**src/rtl/spi_pkg.sv**
```systemverilog
// spi_pkg: shared FSM state and SPI mode encodings for the SPI master
package spi_pkg;
    typedef enum logic [1:0] {IDLE, ACTIVE, HOLD} spiState;
    localparam logic [1:0] MODE0 = 2'b00;
    localparam logic [1:0] MODE1 = 2'b01;
    localparam logic [1:0] MODE2 = 2'b10;
    localparam logic [1:0] MODE3 = 2'b11;
endpackage

```
**src/rtl/spi_clk_gen.sv**
```systemverilog
// spi_clk_gen: SCLK half-period divider with leading/trailing edge strobes
module spi_clk_gen #(
    parameter int HALF_PERIOD = 1
) (
    input  logic clk,
    input  logic reset,
    input  logic en,
    input  logic cpol,
    output logic leadStb,
    output logic trailStb,
    output logic sclk
);
    localparam int CW = $clog2(HALF_PERIOD + 1);
    logic [CW-1:0] cnt;
    logic lvl, stb;
    assign stb = en && cnt == CW'(HALF_PERIOD - 1);
    assign leadStb = stb && !lvl;
    assign trailStb = stb && lvl;
    // lvl counts toggles away from idle, so SCLK follows a newly latched cpol at once
    assign sclk = cpol ^ lvl;
    always_ff @(posedge clk) begin
        if (reset || !en) begin
            cnt <= '0;
            lvl <= 1'b0;
        end else begin
            cnt <= stb ? '0 : cnt + CW'(1);
            lvl <= lvl ^ stb;
        end
    end
endmodule

```
**src/rtl/spi_master_param.sv**
```systemverilog
// spi_master_param: parametrised SPI master with run-time mode, bit order and slave select
module spi_master_param
    import spi_pkg::*;
#(
    parameter int DATA_W = 8,
    parameter int NUM_SS = 3,
    parameter int SS_W = NUM_SS > 1 ? $clog2(NUM_SS) : 1,
    parameter int HALF_PERIOD = 1
) (
    input  logic              clk,
    input  logic              reset,
    input  logic              start,
    input  logic [SS_W-1:0]   slaveSelect,
    input  logic              cpol,
    input  logic              cpha,
    input  logic              lsb_first,
    input  logic [DATA_W-1:0] MasterDataToSend,
    output logic [DATA_W-1:0] MasterDataReceived,
    output logic              busy,
    output logic              done,
    output logic              err,
    output logic              SCLK,
    output logic [NUM_SS-1:0] CS,
    output logic              MDO,
    input  logic              MDI
);
    localparam int BW = $clog2(DATA_W);
    localparam int CW = $clog2(HALF_PERIOD + 1);
    spiState state;
    logic [1:0] modeReg;
    logic lsbReg, cpolR, cphaR, leadStb, trailStb, valid;
    logic [DATA_W-1:0] txReg, rxReg;
    logic [BW-1:0] bitCnt, nxtCnt, curIdx, nxtIdx;
    logic [CW-1:0] holdCnt;
    assign cpolR = modeReg == MODE2 || modeReg == MODE3;
    assign cphaR = modeReg == MODE1 || modeReg == MODE3;
    assign valid = 32'(slaveSelect) < NUM_SS;
    assign nxtCnt = bitCnt == BW'(DATA_W - 1) ? bitCnt : bitCnt + BW'(1);
    assign curIdx = lsbReg ? bitCnt : BW'(DATA_W - 1) - bitCnt;
    assign nxtIdx = lsbReg ? nxtCnt : BW'(DATA_W - 1) - nxtCnt;
    spi_clk_gen #(.HALF_PERIOD(HALF_PERIOD)) clkGen (
        .clk(clk),
        .reset(reset),
        .en(state == ACTIVE),
        .cpol(cpolR),
        .leadStb(leadStb),
        .trailStb(trailStb),
        .sclk(SCLK)
    );
    always_ff @(posedge clk) begin
        if (reset) begin
            state <= IDLE;
            CS <= '1;
            MDO <= 1'b0;
            busy <= 1'b0;
            done <= 1'b0;
            err <= 1'b0;
            MasterDataReceived <= '0;
            modeReg <= MODE0;
            lsbReg <= 1'b0;
            txReg <= '0;
            rxReg <= '0;
            bitCnt <= '0;
            holdCnt <= '0;
        end else begin
            done <= 1'b0;
            err <= 1'b0;
            case (state)
                IDLE: if (start) begin
                    if (valid) begin
                        state <= ACTIVE;
                        busy <= 1'b1;
                        CS <= ~(NUM_SS'(1) << slaveSelect);
                        modeReg <= {cpol, cpha};
                        lsbReg <= lsb_first;
                        txReg <= MasterDataToSend;
                        bitCnt <= '0;
                        MDO <= cpha ? 1'b0 : MasterDataToSend[lsb_first ? BW'(0) : BW'(DATA_W - 1)];
                    end else begin
                        err <= 1'b1;
                    end
                end
                ACTIVE: begin
                    if (leadStb) begin
                        if (cphaR) MDO <= txReg[curIdx];
                        else rxReg[curIdx] <= MDI;
                    end
                    if (trailStb) begin
                        if (cphaR) rxReg[curIdx] <= MDI;
                        else MDO <= txReg[nxtIdx];
                        bitCnt <= nxtCnt;
                        if (bitCnt == BW'(DATA_W - 1)) begin
                            state <= HOLD;
                            holdCnt <= '0;
                        end
                    end
                end
                HOLD: if (holdCnt == CW'(HALF_PERIOD - 1)) begin
                    state <= IDLE;
                    CS <= '1;
                    busy <= 1'b0;
                    done <= 1'b1;
                    MDO <= 1'b0;
                    MasterDataReceived <= rxReg;
                end else begin
                    holdCnt <= holdCnt + CW'(1);
                end
                default: state <= IDLE;
            endcase
        end
    end
endmodule

```
**config.mk**
```make
export PLATFORM = sky130hd
export DESIGN_NAME = spi_master_param
export DESIGN_NICKNAME = d
export VERILOG_FILES = /design/src/rtl/spi_pkg.sv /design/src/rtl/spi_clk_gen.sv /design/src/rtl/spi_master_param.sv
export SDC_FILE = /design/constraint.sdc
export NUM_CORES = 1
export LEC_CHECK = 0
export CORE_MARGIN = 2
export CORE_UTILIZATION = 54
export DETAILED_ROUTE_END_ITERATION = 7
export HOLD_SLACK_MARGIN = 0.08
export PLACE_DENSITY = 0.79
export SLEW_MARGIN = 20
export SYNTH_ARGS = -nofsm -noshare
export SYNTH_HDL_FRONTEND = slang
export SYNTH_SLANG_ARGS = --single-unit
```
**constraint.sdc**
```tcl
create_clock -name clk -period 2.5 [get_ports clk]
set_input_delay 0.5 -clock clk [delete_from_list [all_inputs] [get_ports clk]]
set_output_delay 0.5 -clock clk [all_outputs]
set_load 0.03 [all_outputs]
```
==> key figures <==
Power and ir drop
  • Switching power total: about 0.43 mW
  • Switching power share of the total: 0.298
  • Proportion of power drawn by the clock network: 0.294
  • Total leakage power: ~0.95 nW
  • Combinational group share of total power: 0.217
  • Worst voltage drop across the vdd grid: between 0.3 and 0.4 mV
  • Internal cell power: between 1 and 1.5 mW
  • Pwr dens: 541 nW/µm²
  • Share of total power in sequential cells: 0.489

Setup path
  • CP max stage delay: about 0.34 ns
  • Element type at the critical path start: register
  • CP Data Required Time: 2.67 ns
  • Crit. Startpoint: state[1]$_SDFFE_PP0P_
  • CP Capture Point: rxReg[2]$_SDFFE_PP0N_
  • Crit Reg-Reg Endpoint: rxReg[2]$_SDFFE_PP0N_
  • Reg2reg path depth: 10
  • Arrival time of the worst setup path: ~2.5 ns
  • Crit path capture type: register
  • Critical-path cell list: inv_1 -> ha_1 -> inv_1 -> nor2_1 -> ha_1 -> mux2i_1 -> a211oi_2 -> and2b_1 -> mux2i_1 -> nor2_1
  • Critical path fanouts, max: 7
  • Startpoint of the worst-slack reg-to-reg timing path: state[1]$_SDFFE_PP0P_
  • Type of the setup path with the least slack: register to register
  • Worst path slowest cell: sky130_fd_sc_hd__dfxtp_1
  • Slack of the worst reg-to-reg path: 0.19 ns

Finish
  • Diodes inserted: 0
  • Area taken by flip-flops and latches: 821 µm²
  • Synthesis-to-layout area growth: 19.0%
  • Fillcell total: roughly 330
  • Layout cell share with drive strength beyond 1: 0.0822
  • Nets: 328
  • Total area of multi-input combinational cells: around 1300 µm²
  • Final cell area excluding filler cells: between 2000 and 3000 µm²

Logic synthesis
  • Synthesis Warnings: 0
  • Synthesized net count: 300
  • Cell area after synthesis: 2250 µm²
  • Number of enable flip-flop cells after synthesis: 0
  • Top cell type's share of synthesized area: 0.364
  • Cells after Synth: roughly 280
  • Sequential element share of the synthesized area: 0.364
  • Distinct cells, synth: between 50 and 60
  • Cell types with the largest area share after synthesis: sky130_fd_sc_hd__dfxtp_1, sky130_fd_sc_hd__mux2i_1, sky130_fd_sc_hd__nand2_1
  • Prevailing post-synth register cell: sky130_fd_sc_hd__dfxtp_1
  • Number of storage elements in the synthesis netlist: around 40
  • Cell type contributing the most total cell area after synthesis: sky130_fd_sc_hd__dfxtp_1
  • Post-synthesis area per instance: between 8 and 9 µm²
  • Post-synthesis async set-or-reset flop share: 0

Floorplan
  • Die extent in x: approximately 70 µm
  • # IOs: 33
  • Core region area: 4000 µm²
  • Die height: approximately 70 µm
  • Die Footprint: 4710 µm²
  • Number of rows created at floorplan: 23
  • Starting density of the core: 0.564

Global route
  • Number of antenna violations at the first check in global routing: 0
  • Vias in the first global route: 1735
  • Wire length of the first global-routing pass: approximately 7700 µm
  • Total congestion overflow after global routing: 0
  • GRT Util Overall: 0.221
  • Maximum number of pins on one net before global-route repair: 39

Detailed routing
  • 1st-iter DRT viols: 143
  • Total via count after detailed routing: about 2000
  • # DRC: 0
  • DR WL/cell: between 10 and 15 µm
  • Post-detailed-routing wire length: between 4000 and 5000 µm
  • Count of antenna-violating nets left after detailed routing: 0
  • Number of optimization iterations in the first detailed-route pass: 4
  • Average vias per placed instance: about 5.6

Timing
  • Top achievable clock speed: around 430 MHz
  • Final period demand of the worst path: around 2.3 ns
  • Final clock skew: between 0.0015 and 0.002 ns
  • Remaining max-slew budget at the tightest pin: 0.575
  • Unrepaired setup endpoints after global routing: no
  • Transition time at the pin with the least slew margin: 0.638 ns
  • Crit share post-route: 0.924
  • Number of pins with negative max-slew slack in the final report: 0
  • Endpoints failing setup: 0
  • Fin Setup TNS: 0 ns
  • Number of hold-slack violations in the final timing report: 0

Min path
  • Tightest Hold Check Type: register to register
  • Hold_sp: rxReg[7]$_SDFFE_PP0N_

Clocking
  • Clk slew on worst S/H paths: roughly 0.08 ns
  • Root Buffer: sky130_fd_sc_hd__clkbuf_8
  • Clock insertion delay at the later pin of the skew report: between 0.2 and 0.3 ns
  • Maximum clock path buffer count: 2
  • Total clock buffers created by CTS: 5
  • Hold bufs inserted after CTS: 0
  • TritonCTS clock tree: done
  • H-tree Lvls: 2
  • Clk sinks: a little over 40

Placement
  • IO Port Bufs: 32
  • HPWL Detailed: around 3500 µm
  • Cell area reported after detailed placement: about 2600 µm²
  • Final weighted congestion in routability-driven placement: roughly 0.84

Job
  • Max Cap Viol: 0

Outcome
  • Status: complete, no violations
-- state kept, by name, summed over array words and instances, names as in the netlist --
register and cells:
err 1, clkGen.lvl 1, MDO 1, txReg 8, state 2, bitCnt 3
done 1, clkGen.cnt 1, CS 3, modeReg 2, rxReg 8, lsbReg 1
MasterDataReceived 8, busy 1
-- cell type report --
cell class / count / area share
multi-input cells: 210 / 0.492
flip-flops and latches: 41 / 0.306
repair buffers: 38 / 0.136
clock buffers: 6 / 0.0271
well taps: 50 / 0.0233
inverters: 7 / 0.00979
clock inverters: 2 / 0.00560
-- through the flow --
stage / power, mW / setup WS (ns) / hold WS (ns) / util / cells
after detailed placement: 1.04 / 0.193 / 0.449 / 0.647 / 346
after global routing: 1.53 / 0.0287 / 0.482 / 0.671 / 354
after global placement: 1.03 / 0.316 / 0.448 / 0.647 / 346
final: 1.45 / 0.191 / 0.460 / 0.671 / 354
after floorplan: 0.946 / 0.522 / 0.436 / - / 275
after CTS: 1.46 / 0.181 / 0.462 / 0.669 / 354
-- power by group through the flow --
stage	clock, mW	combinational (mW)	sequential [mW]
after floorplan	0	0.218	0.728
after global placement	0	0.308	0.724
after detailed placement	0	0.312	0.725
after CTS	0.436	0.313	0.710
after global routing	0.466	0.345	0.714
final	0.427	0.315	0.710
-- timing repair --
| item | in CTS | in global routing |
|---|---|---|
| setup buffers | 0 | 0 |
| resized for setup | 0 | 1 |
| endpoints found under the setup margin | 0 | 3 |
-- per-layer routing --
layer,part of all wire,track usage
met5,0,0
met4,0.019,0.0925
met3,0.039,0.0455
met2,0.46,0.338
met1,0.49,0.301
-- worst min path at each step --
stage,slack [ns],to,depth (start not counted)
2_1_floorplan,0.44,rxReg[0]$_SDFFE_PP0N_,2
3_3_place_gp,0.45,rxReg[7]$_SDFFE_PP0N_,2
3_5_place_dp,0.45,rxReg[7]$_SDFFE_PP0N_,2
4_1_cts,0.46,rxReg[7]$_SDFFE_PP0N_,2
5_1_grt,0.48,rxReg[7]$_SDFFE_PP0N_,2
6_report,0.46,rxReg[7]$_SDFFE_PP0N_,2
-- cell families (layout without fill, tap and decap cells) --
group	after synthesis	after routing	synth area share
other cells	1	1	0.00166
simple gates	112	112	0.244
mux	23	23	0.103
xor+xnor	5	5	0.0194
buf+inv	24	53	0.0527
compound gates	61	61	0.170
flops	41	41	0.364
fa+ha+maj	8	8	0.0444
-- cell usage in the layout, fill, tap and decap left out, types with 3 or more instances in the layout --
master / netlist / final
sky130_fd_sc_hd__a21oi_1: 27 / 27
sky130_fd_sc_hd__buf_4: 1 / 6
sky130_fd_sc_hd__clkbuf_8: 0 / 5
sky130_fd_sc_hd__clkdlybuf4s50_1: 0 / 32
sky130_fd_sc_hd__dfxtp_1: 41 / 41
sky130_fd_sc_hd__ha_1: 8 / 8
sky130_fd_sc_hd__inv_1: 7 / 7
sky130_fd_sc_hd__mux2i_1: 21 / 21
sky130_fd_sc_hd__nand2_1: 45 / 45
sky130_fd_sc_hd__nand2b_1: 4 / 4
sky130_fd_sc_hd__nand3_1: 11 / 11
sky130_fd_sc_hd__nor2_1: 22 / 22
sky130_fd_sc_hd__nor2b_1: 5 / 5
sky130_fd_sc_hd__nor3_1: 6 / 5
sky130_fd_sc_hd__o21ai_0: 9 / 9
sky130_fd_sc_hd__o22ai_1: 5 / 5
sky130_fd_sc_hd__xnor2_1: 3 / 3
-- worst max-delay path, delay by kind of cell, from the launching register on --
family          cells  cell delay (ns)
buf+inv             2             0.29
flops               1             0.34
compound gates      1             0.26
fa+ha+maj           2             0.51
simple gates        3             0.43
mux                 2             0.36
-- Yosys cell counts (2+ instances only) --
cell                       instances
sky130_fd_sc_hd__nor2b_1           5
sky130_fd_sc_hd__ha_1              8
sky130_fd_sc_hd__o221ai_1          2
sky130_fd_sc_hd__o31a_1            2
sky130_fd_sc_hd__mux2_2            2
sky130_fd_sc_hd__mux2i_1          21
sky130_fd_sc_hd__or2_2             2
sky130_fd_sc_hd__o22ai_1           5
sky130_fd_sc_hd__nand3b_1          2
sky130_fd_sc_hd__nand3_1          11
sky130_fd_sc_hd__dfxtp_1          41
sky130_fd_sc_hd__a31oi_1           2
sky130_fd_sc_hd__nand2b_1          4
sky130_fd_sc_hd__inv_1             7
sky130_fd_sc_hd__clkbuf_1          5
sky130_fd_sc_hd__o21ai_0           9
sky130_fd_sc_hd__xor2_1            2
sky130_fd_sc_hd__buf_6             2
sky130_fd_sc_hd__a21o_1            2
sky130_fd_sc_hd__buf_2             8
sky130_fd_sc_hd__nand2_1          45
sky130_fd_sc_hd__nor3_1            6
sky130_fd_sc_hd__nor3b_1           2
sky130_fd_sc_hd__nor2_1           22
sky130_fd_sc_hd__a22oi_1           2
sky130_fd_sc_hd__a21oi_1          27
sky130_fd_sc_hd__xnor2_1           3
Note: power is estimated with default switching activity, not from simulation.
